## src/rtl/muldiv_unit.sv

```systemverilog
// Iterative multiply/divide unit with architectural HI/LO registers.
// Handshake: start is sampled only at an edge where busy=0 (state IDLE); the core holds start until then.
module muldiv_unit #(
    parameter int WIDTH = 32
) (
    input  logic             clk,
    input  logic             reset_n,
    input  logic             start,
    input  logic [1:0]       op,
    input  logic             unsign,
    input  logic [WIDTH-1:0] a,
    input  logic [WIDTH-1:0] b,
    input  logic             flush,
    output logic             busy,
    output logic             done,
    output logic [WIDTH-1:0] hi,
    output logic [WIDTH-1:0] lo,
    output logic [1:0]       o_dbg_state
);

    localparam int CW = $clog2(WIDTH);

    localparam logic [1:0] OP_MULT = 2'd0;
    localparam logic [1:0] OP_DIV  = 2'd1;
    localparam logic [1:0] OP_MTHI = 2'd2;
    localparam logic [1:0] OP_MTLO = 2'd3;

    typedef enum logic [1:0] {
        S_IDLE = 2'd0,
        S_RUN  = 2'd1,
        S_FIX  = 2'd2
    } state_t;

    state_t r_state;
    state_t w_next;

    logic [CW-1:0]      r_cnt;
    logic               r_is_div;
    logic               r_neg_res;
    logic               r_neg_rem;
    logic               r_dbz;
    logic               r_done;
    logic [WIDTH-1:0]   r_a_raw;
    logic [WIDTH-1:0]   r_mcand;
    logic [2*WIDTH-1:0] r_acc;
    logic [WIDTH-1:0]   r_hi;
    logic [WIDTH-1:0]   r_lo;

    logic               w_accept;
    logic               w_a_neg;
    logic               w_b_neg;
    logic [WIDTH-1:0]   w_a_mag;
    logic [WIDTH-1:0]   w_b_mag;

    logic [WIDTH-1:0]   w_add;
    logic [WIDTH:0]     w_mul_sum;
    logic [2*WIDTH-1:0] w_mul_next;

    logic [WIDTH:0]     w_rem_sh;
    logic               w_qbit;
    logic [WIDTH-1:0]   w_diff;
    logic [WIDTH-1:0]   w_rem_new;
    logic [2*WIDTH-1:0] w_div_next;

    logic [2*WIDTH-1:0] w_prod;
    logic [WIDTH-1:0]   w_quo;
    logic [WIDTH-1:0]   w_rem;

    assign w_accept = (r_state == S_IDLE) && start && !flush;

    // Magnitudes are unsigned WIDTH-bit values, so -(most negative) is exact.
    assign w_a_neg = !unsign && a[WIDTH-1];
    assign w_b_neg = !unsign && b[WIDTH-1];
    assign w_a_mag = w_a_neg ? -a : a;
    assign w_b_mag = w_b_neg ? -b : b;

    // Shift-add multiply: multiplier sits in the low half, consumed LSB first.
    assign w_add      = r_acc[0] ? r_mcand : '0;
    assign w_mul_sum  = {1'b0, r_acc[2*WIDTH-1:WIDTH]} + {1'b0, w_add};
    assign w_mul_next = {w_mul_sum, r_acc[WIDTH-1:1]};

    // Restoring divide: remainder in the high half, dividend/quotient in the low half.
    assign w_rem_sh   = {r_acc[2*WIDTH-1:WIDTH], r_acc[WIDTH-1]};
    assign w_qbit     = (w_rem_sh >= {1'b0, r_mcand});
    assign w_diff     = w_rem_sh[WIDTH-1:0] - r_mcand;
    assign w_rem_new  = w_qbit ? w_diff : w_rem_sh[WIDTH-1:0];
    assign w_div_next = {w_rem_new, r_acc[WIDTH-2:0], w_qbit};

    assign w_prod = r_neg_res ? -r_acc : r_acc;
    assign w_quo  = r_neg_res ? -r_acc[WIDTH-1:0] : r_acc[WIDTH-1:0];
    assign w_rem  = r_neg_rem ? -r_acc[2*WIDTH-1:WIDTH] : r_acc[2*WIDTH-1:WIDTH];

    always_comb begin
        w_next = r_state;
        case (r_state)
            S_IDLE: begin
                if (w_accept && (op == OP_MULT || op == OP_DIV)) begin
                    w_next = S_RUN;
                end
            end
            S_RUN: begin
                if (flush) begin
                    w_next = S_IDLE;
                end else if (r_cnt == CW'(WIDTH - 1)) begin
                    w_next = S_FIX;
                end
            end
            S_FIX: begin
                w_next = S_IDLE;
            end
            default: begin
                w_next = S_IDLE;
            end
        endcase
    end

    always_ff @(posedge clk) begin
        if (!reset_n) begin
            r_state   <= S_IDLE;
            r_cnt     <= '0;
            r_is_div  <= 1'b0;
            r_neg_res <= 1'b0;
            r_neg_rem <= 1'b0;
            r_dbz     <= 1'b0;
            r_done    <= 1'b0;
            r_a_raw   <= '0;
            r_mcand   <= '0;
            r_acc     <= '0;
            r_hi      <= '0;
            r_lo      <= '0;
        end else begin
            r_state <= w_next;
            r_done  <= 1'b0;
            case (r_state)
                S_IDLE: begin
                    if (w_accept) begin
                        case (op)
                            OP_MTHI: r_hi <= a;
                            OP_MTLO: r_lo <= a;
                            default: begin
                                r_is_div  <= (op == OP_DIV);
                                r_neg_res <= w_a_neg ^ w_b_neg;
                                r_neg_rem <= w_a_neg;
                                r_dbz     <= (b == '0);
                                r_a_raw   <= a;
                                r_cnt     <= '0;
                                if (op == OP_DIV) begin
                                    r_mcand <= w_b_mag;
                                    r_acc   <= {{WIDTH{1'b0}}, w_a_mag};
                                end else begin
                                    r_mcand <= w_a_mag;
                                    r_acc   <= {{WIDTH{1'b0}}, w_b_mag};
                                end
                            end
                        endcase
                    end
                end
                S_RUN: begin
                    if (!flush) begin
                        r_acc <= r_is_div ? w_div_next : w_mul_next;
                        r_cnt <= r_cnt + CW'(1);
                    end
                end
                S_FIX: begin
                    if (!flush) begin
                        r_done <= 1'b1;
                        if (!r_is_div) begin
                            r_hi <= w_prod[2*WIDTH-1:WIDTH];
                            r_lo <= w_prod[WIDTH-1:0];
                        end else if (r_dbz) begin
                            r_hi <= r_a_raw;
                            r_lo <= '1;
                        end else begin
                            r_hi <= w_rem;
                            r_lo <= w_quo;
                        end
                    end
                end
                default: begin
                    r_done <= 1'b0;
                end
            endcase
        end
    end

    assign busy        = (r_state != S_IDLE);
    assign done        = r_done;
    assign hi          = r_hi;
    assign lo          = r_lo;
    assign o_dbg_state = r_state;

endmodule

```

## config.mk

```make
export PLATFORM = sky130hd
export DESIGN_NAME = muldiv_unit
export DESIGN_NICKNAME = d
export VERILOG_FILES = /design/src/rtl/muldiv_unit.sv
export SDC_FILE = /design/constraint.sdc
export NUM_CORES = 1
export LEC_CHECK = 0
export CAP_MARGIN = 25
export CORE_MARGIN = 2
export CORE_UTILIZATION = 52
export DETAILED_ROUTE_END_ITERATION = 10
export PLACE_DENSITY = 0.83
export SYNTH_ARGS = -nofsm -noshare
export SYNTH_HDL_FRONTEND = slang
export SYNTH_SLANG_ARGS = --single-unit
```

## constraint.sdc

```tcl
create_clock -name clk -period 5.3 [get_ports clk]
set_clock_uncertainty 0.05 [all_clocks]
set_input_delay 1.59 -clock clk [delete_from_list [all_inputs] [get_ports clk]]
set_output_delay 1.59 -clock clk [all_outputs]
set_load 0.01 [all_outputs]
```

# Word level (Yosys, flattened, before mapping)
# Cells that the tools add are included.
[word_totals] register_bits=204 latchBits=0 ramBits=0 rom_bits=0 memories=0
[op_classes] addsub=8 n_mul=0 div=0 magnitude_cmp=1 n_eq_ne=14 shifts=0 n_mux=35 bitwise_logic=2 reduce_logical=21
[op_table] op="2-to-1 mux 32 bit" count=18
[op_table] op="2-to-1 mux 64 bit" count=5
[op_table] op="negation 32 bit" count=4
[op_table] op="one-hot mux 32 bit (2 select lines)" count=2
[op_table] op="one-hot mux 64 bit (2 select lines)" count=1
[op_table] op="negation 64 bit" count=1
[op_table] op="adder 32 x 32 -> 33 bit" count=1
[op_table] op="greater-or-equal comparator 33 x 32 -> 1 bit" count=1
[op_table] op="logical NOT 32 bit" count=1
[op_table] op="subtractor 32 bit" count=1
[op_table] op="2-to-1 mux 5 bit" count=3
[op_table] op="AND reduction 4 bit" count=3
[op_table] op="one-hot mux 5 bit (2 select lines)" count=1
[op_table] op="inequality test 2 bit, second input constant" count=4
[op_table] op="== test 2 bit, second input constant" count=3
[op_table] op="2-to-1 mux 2 bit" count=3
[op_table] op="inequality test 2 x 1 -> 1 bit, second input constant" count=3
[op_table] op="nonzero test 2 bit" count=3
[op_table] op="adder 5 x 1 -> 5 bit, second input constant" count=1
[op_table] op="== test 5 bit, second input constant" count=1
[op_table] op="logical AND 1 bit" count=5
[op_table] op="== test 2 x 1 -> 1 bit, second input constant" count=2
[op_table] op="logical NOT 2 bit" count=2
[op_table] op="one-hot mux 2 bit (2 select lines)" count=1
[op_table] op="9 further kinds" count=11

# Longest topological paths before layout
# Gate-level depths: netlist of the first run.
[depth] word_depth=7 mapped_depth=16

# Least setup slack after synthesis of the first run
# No wires, ideal clock.
[synth_timing] path_kind="input port to flip-flop" from="input a[4]" to="register r_acc[29]" arrival_ns=4.123 path_slack_ns=1.057 path_stages=10 cell_sequence="clkbuf_1 > or4_1 > nor4_1 > nand4b_1 > nor4_1 > a21oi_1 > xor2_1 > nor2_1 > or3_1 > a21oi_1"
[synth_via] elab_chain_cells=6
[synth_lines] item="from (decl)" line="11" text="input logic [WIDTH-1:0] a,"
[synth_lines] item="negation 32 bit" line="74" text="assign w_a_mag = w_a_neg ? -a : a;"
[synth_lines] item="2-to-1 mux 32 bit" line="74"
[synth_lines] item="2-to-1 mux 32 bit" line="147" text="if (op == OP_DIV) begin"
[synth_lines] item="2-to-1 mux 64 bit" line="137" text="case (op)"
[synth_lines] item="2-to-1 mux 64 bit" line="136" text="if (w_accept) begin"
[synth_lines] item="one-hot mux 64 bit (2 select lines)" line="134" text="case (r_state)"
[synth_lines] item="to (signal assigned)" line="149" text="r_acc <= {{WIDTH{1'b0}}, w_a_mag};"
[synth_lines] item="to (signal assigned)" line="152" text="r_acc <= {{WIDTH{1'b0}}, w_b_mag};"
[synth_lines] item="to (signal assigned)" line="160" text="r_acc <= r_is_div ? w_div_next : w_mul_next;"
[synth_lines] item="to (decl)" line="45" text="logic [2*WIDTH-1:0] r_acc;"
# Every way passes these cells. The select of a mux whose other input is x is not followed.
# A chain may end at the register's enable or synchronous reset.

# Worst setup path in the final report of the first run
[layout_timing] from="input b[7]" to="register r_acc[27]"
[layout_via] elab_chain_cells=6
[layout_lines] item="from (decl)" line="12" text="input logic [WIDTH-1:0] b,"
[layout_lines] item="negation 32 bit" line="75" text="assign w_b_mag = w_b_neg ? -b : b;"
[layout_lines] item="2-to-1 mux 32 bit" line="75"
[layout_lines] item="2-to-1 mux 32 bit" line="147"
[layout_lines] item="2-to-1 mux 64 bit" line="137"
[layout_lines] item="2-to-1 mux 64 bit" line="136"
[layout_lines] item="one-hot mux 64 bit (2 select lines)" line="134"
# Every way passes these cells. The select of a mux whose other input is x is not followed.

==> out/metrics.yaml, run 1 <==
clock-root-buffer: "clkbuf_16"
dpl_cell_area_um2: 18100
drive_gt1_share_pct: 6.92
cp_cell_sequence: "clkdlybuf4s50_1 > or4_1 > nor4_1 > nand3b_1 > nor3_1 > a21oi_1 > xnor2_1 > mux2i_1 > a211o_1 > a21oi_1"
r2r_end: "r_acc[62]"
clkSlewWorstSetupHoldPaths_ns: 0.05
finalPower_w: 0.00427
critPathMostFrequentCell: "a21oi_1"
ant_nets: 0
synth_top_cell_by_area: "dfxtp_1"
synthMostInstantiatedCell: "nand2_1"
fp-row-count: 64
p_leak_nw: 7.16
dieArea_um2: 32700
synth_cell_types: 79
grt_usage_pct: 37.0
hold_class: "flip-flop to flip-flop"
clk_latency_ns: 0.54
port_buffers: 138
wl_met2_um: 27300
grt_first_pass_wirelength_um: 96900
first_pass_iters: 10
final-instance-count-excl-fill: 2722
hold_start: "hi[23]"
grt_pass1_vias: 17100
remaining_drc_errors: 0
dp.final_hpwl_um: 46800
dp.cells: 2678
reg2reg_slack_ns: 1.18
start_util_pct: 53.1
layout_min_cycle_time_ns: 4.57
cts.path.max_buffers: 3
hold_buffers: 0
final.setup.tns_ns: 0
worstPathRequired_ns: 5.71
ios: 139
maxCapViolCount: 0
slew_headroom_pct: 31.9
routedWlPerCell_um: 23.2
grt_max_degree: 63
cts_tree: "yes"
area_growth_pct: 16.1
cp_max_fo: 6
slowest_stage: "nor3_1"
final_area_um2: 18900
vias: 18100
hold_depth: 2
via_per_inst: 6.66
synthArstFlopShare_pct: 0
overflow: 0
timing.final.ws_setup_ns: 0.733
syn_nets: 2390
drt_iter0_drc: 2536
met3_length_um: 7190
status: "completed"
synth_top_area_share_pct: 25.1
die_y_um: 181
nNetsFinal: 2453
synth-edff-count: 0
slew_violations: 0
fmax_mhz: 219
core_um2: 30700
rr_startpoint: "r_acc[0]"
cts_resized: 0
h-tree-depth: 1
synth-main-ff-cell: "dfxtp_1"
cp-start-kind: "input pin"
ff2ff_path_depth: 14
rsz0062_at_grt: "no"
avgSynthCellArea_um2: 7.24
pre_cts_slack_ns: 0.241
crit_family: "simple AND/OR/NAND/NOR gates"
worstPathArrival_ns: 4.98
peakVddDrop_mv: 0.343
p_per_area_nw_per_um2: 226
synth.top_cells.by_count: "nand2_1 (287), a21oi_1 (234), nor2_1 (214), dfxtp_1 (204), o21ai_0 (177)"
cts_inserted_buffers: 24
finalCritPeriodShare_pct: 86.2
yosys_warnings: 0
end_kind: "flip-flop"
syn_inst: 2247
clock_sinks: 204
wl_um: 63300
routed.top_layer: "met4"
ys_seq_elements: 204
tightest_slew_ns: 1.02
min_to: "hi[23]"
syn_area_um2: 16300
path_buf_inv: 1
finalSetupViolations: 0
criticalPathCategory: "input pin to flip-flop"
die_w_um: 181
antenna_found_initial: 0
yosysSeqAreaShare_pct: 25.1
finalHoldViolCount: 0
synth_area_leaders: "dfxtp_1 (25%), a21oi_1 (7.2%), nand2_1 (6.6%)"
wl_met1_um: 24600
cts_setup_buffers: 0
gp_congestion: 1.00
critical_path.max_stage_delay_ns: 0.64
-- worst min-delay path, stage by stage, from the launching register on --
cell and delay (ns):
dfxtp_1 0.31, nand2_1 0.05, nand2_1 0.04
-- layout by cell type (no fill, tap or decap), types with 10 or more instances in the layout --
| cell type | synthesis | layout |
|---|---|---|
| o21ai_0 | 177 | 177 |
| xnor2_1 | 111 | 111 |
| nand3_1 | 27 | 27 |
| a221oi_1 | 18 | 18 |
| clkbuf_16 | 0 | 25 |
| nor4_1 | 20 | 20 |
| clkdlybuf4s50_1 | 0 | 138 |
| a222oi_1 | 15 | 15 |
| or4_1 | 15 | 15 |
| nor3_1 | 42 | 41 |
| o21a_1 | 14 | 14 |
| a21oi_1 | 234 | 234 |
| a31oi_1 | 17 | 17 |
| dfxtp_1 | 204 | 201 |
| ha_1 | 70 | 70 |
| o221ai_1 | 36 | 36 |
| a22oi_1 | 13 | 13 |
| nand2_1 | 287 | 286 |
| nor2b_1 | 15 | 13 |
| nor2_1 | 214 | 212 |
| mux2i_1 | 46 | 46 |
| xor2_1 | 82 | 82 |
| and3_1 | 15 | 15 |
| or3_1 | 22 | 22 |
| a21o_1 | 29 | 29 |
| inv_1 | 69 | 69 |
| nand2b_1 | 22 | 22 |
| o31ai_1 | 31 | 31 |
| a221o_1 | 10 | 10 |
| a211oi_1 | 27 | 27 |
| o211ai_1 | 36 | 36 |
| buf_4 | 1 | 78 |
| o41ai_1 | 12 | 12 |
-- per-layer routing --
metal  vias to the layer above  GRT usage, %
li1                       8221             -
met1                      8499          47.8
met2                      1133          57.3
met3                       272          7.62
met4                         0          21.4
met5                         -             0
-- registers in the layout, indices dropped and copies added (netlist names) --
register,count
r_dbz,1
o_dbg_state,2
hi,32
r_a_raw,32
r_is_div,1
r_neg_res,1
done,1
r_neg_rem,1
r_acc,64
lo,32
r_mcand,32
r_cnt,5
-- cell type report --
type                    instances  area [µm²]
clock buffers                  31         688
inverters                      71         269
repair buffers                218        2010
fillers                      2737       11800
diodes                          1        2.50
flip-flops and latches        204        4090
clock inverters                10        85.1
well taps                     396         495
multi-input cells            1791       11300
-- metrics by stage --
stage | utilization (%) | hold slack, ns
5_1_grt | 61.6 | 0.420
2_1_floorplan | - | 0.381
4_1_cts | 61.5 | 0.400
3_3_place_gp | 59.0 | 0.377
6_report | 61.6 | 0.393
3_5_place_dp | 59.0 | 0.391
-- how the worst max path moves through the flow --
| stage | endpoint | start | slack (ns) | cells past startpoint |
|---|---|---|---|---|
| 6_report | r_acc[27] | b[7] | 0.73 | 10 |
| 5_1_grt | r_acc[27] | b[7] | 0.46 | 10 |
| 4_1_cts | r_acc[29] | a[11] | 0.80 | 11 |
| 3_3_place_gp | r_acc[29] | a[11] | 0.35 | 11 |
| 2_1_floorplan | r_acc[29] | a[4] | 1.06 | 10 |
| 3_5_place_dp | r_acc[29] | a[11] | 0.24 | 11 |
-- cell families after synthesis --
family / after synthesis / share of synthesized area, %
buffers and inverters: 252 / 5.99
adders and majority gates: 72 / 5.63
DFF: 204 / 25.1
and+or+nand+nor: 731 / 20.5
AOI/OAI and AO/OA: 742 / 29.1
xor gates and xnor gates: 193 / 10.4
muxes: 53 / 3.31
-- where the power goes --
group | switching, W | total, W | internal [W] | leakage [nW]
Sequential | 0.0000601 | 0.00164 | 0.00158 | 1.66
Combinational | 0.000604 | 0.000973 | 0.000369 | 5.13
Clock | 0.000701 | 0.00166 | 0.000958 | 0.373
Total | 0.00137 | 0.00427 | 0.00291 | 7.16
Note: power is estimated with default switching activity, not from simulation.
==> inputs of run 2 (changes only) <==
--- a/config.mk
+++ b/config.mk
@@ -6,7 +6,6 @@
 export NUM_CORES = 1
 export LEC_CHECK = 0
 export CAP_MARGIN = 25
-export CORE_MARGIN = 2
 export CORE_UTILIZATION = 52
 export DETAILED_ROUTE_END_ITERATION = 10
 export PLACE_DENSITY = 0.83
==> out/metrics.yaml, run 2 (synthesized netlist as in run 1, its figures left out) <==
status: "completed"
ant_nets: 0  # unchanged
port_buffers: 138  # unchanged
top_register: "r_acc"
clock_sinks: 204  # unchanged
p_leak_nw: 7.15  # -0.22%
final-instance-count-excl-fill: 2717  # -0.18%
finalCritPeriodShare_pct: 85.7  # -0.46 points
final_area_um2: 18900  # about the same
hold_buffers: 0  # unchanged
dpl_cell_area_um2: 18100  # about the same
final.setup.tns_ns: 0  # unchanged
mostFrequentLayoutCells: "nand2_1 (286), a21oi_1 (234), nor2_1 (212)"
cts_tree: "yes"
cp_max_fo: 6  # unchanged
remaining_drc_errors: 0  # unchanged
cp-start-kind: "input pin"
internal-power_w: 0.00297  # +2.0%
antenna_found_initial: 2  # +2
core_um2: 30700  # unchanged
maxCapViolCount: 0  # unchanged
peakVddDrop_mv: 0.209  # -39%
end_kind: "flip-flop"
grt_max_degree: 67  # +6.3%
slew_violations: 0  # unchanged
clkSlewWorstSetupHoldPaths_ns: 0.06  # about the same
layout_min_cycle_time_ns: 4.54  # -0.0246 ns
dp.final_hpwl_um: 45600  # -2.6%
drive_gt1_share_pct: 6.51  # -0.42 points
worstPathRequired_ns: 5.71  # about the same
via_per_inst: 6.68  # +0.38%
grt_usage_pct: 38.4  # +1.4 points
ff_latch_area_um2: 4090  # unchanged
overflow: 0  # unchanged
multi_input_area_um2: 11300  # unchanged
clk_latency_ns: 0.53  # about the same
die_y_um: 179  # -1.1%
wl_um: 62300  # -1.6%
tightest_slew_ns: 1.13  # +0.110 ns
sequentialPowerShare_pct: 37.9  # -0.5 points
vias: 18200  # +0.19%
area_growth_pct: 16.0  # about the same
netSwitchingFraction_pct: 31.6  # -0.37 points
dp.cells: 2674  # -0.15%
final_common_cell: "nand2_1"
fillerInstances: 2760  # +0.84%
clock-root-buffer: "clkbuf_16"
grt_first_pass_wirelength_um: 95400  # -1.5%
nNetsFinal: 2448  # -0.20%
pre_cts_slack_ns: 0.348  # +0.107 ns
hold_class: "flip-flop to flip-flop"
cts.path.max_buffers: 3  # unchanged
finalSetupViolations: 0  # unchanged
largest_reg_flops: 64  # unchanged
h-tree-depth: 1  # unchanged
worstPathArrival_ns: 4.96  # -0.02 ns
cts_resized: 0  # unchanged
pwr-share-clk_pct: 39.6  # +0.8 points
dieArea_um2: 32000  # -2.2%
finalHoldViolCount: 0  # unchanged
cts_setup_buffers: 0  # unchanged
p_per_area_nw_per_um2: 230  # +1.5%
routedWlPerCell_um: 22.9  # -1.4%
gp_congestion: 1.04  # +4.2%
p_comb_share_pct: 22.5  # -0.3 points
first_pass_iters: 7  # -3
cts_inserted_buffers: 24  # unchanged
slew_headroom_pct: 24.9  # -7.1 points
ios: 139  # unchanged
start_util_pct: 53.1  # unchanged
fmax_mhz: 220  # +0.54%
p_sw_w: 0.00137  # +0.28%
die_w_um: 179  # -1.1%
timing.final.ws_setup_ns: 0.758  # +0.0246 ns
fp-row-count: 64  # unchanged
drt_iter0_drc: 2388  # -5.8%
rsz0062_at_grt: "no"
criticalPathCategory: "input pin to flip-flop"
n_antenna_cell: 0  # -1
grt_pass1_vias: 17000  # -0.57%
==> run 2: cell types whose count changed in the layout (fill, tap and decap cells not counted), moves of 2 or more <==
cell        delta
buf_12         +2
buf_4          -6
clkbuf_1       +6
clkinv_2       -4
clkinvlp_4     -3
==> run 2: worst max-delay path: stages <==
cell	delay [ns]
clkdlybuf4s50_1	0.46
or4_1	0.56
nor4_1	0.44
nand3b_1	0.31
nor3_1	0.62
a21oi_1	0.21
xor2_1	0.24
nor2_1	0.06
or3_1	0.34
a21oi_1	0.12
==> run 2: metal layers <==
layer	vias to the layer above	global-route usage (%)	share of wire, %
met1	8511	48.6	39
li1	8205	-	-
met5	-	0	0.047
met2	1166	59.0	43
met4	4	21.3	6.2
met3	274	9.90	12
==> run 2: worst paths after layout <==
check,start,slack (ns),cells after the start,to
setup / recovery,b[9],0.76,10,r_acc[29]
hold / removal,hi[28],0.40,1,hi[28]
setup reg to reg,r_acc[0],0.92,13,r_acc[59]
hold reg to reg,hi[28],0.40,1,hi[28]
==> run 2: final cells by class <==
| cell class | instances | share of cell area (%) |
|---|---|---|
| Multi-Input combinational cell | 1791 | 59.6 |
| Tap cell | 396 | 2.62 |
| Clock buffer | 37 | 3.76 |
| Timing Repair Buffer | 213 | 10.5 |
| Sequential cell | 204 | 21.7 |
| Inverter | 71 | 1.42 |
| Clock inverter | 5 | 0.431 |
==> run 2: power by group through the flow <==
stage	sequential [W]	clock (W)	combinational, W
after CTS	0.00164	0.00171	0.000940
after detailed placement	0.00167	0	0.000935
after floorplan	0.00165	0	0.000612
after global routing	0.00165	0.00177	0.00104
after global placement	0.00167	0	0.000921
final	0.00164	0.00172	0.000976
==> run 2: through the flow <==
stage                     power, W  hold WS [ns]  utilization [%]
after detailed placement   0.00261         0.384             58.9
after floorplan            0.00226         0.381                -
after global routing       0.00446         0.416             61.6
after global placement     0.00259         0.381             58.9
final                      0.00433         0.399             61.6
after CTS                  0.00429         0.400             61.5
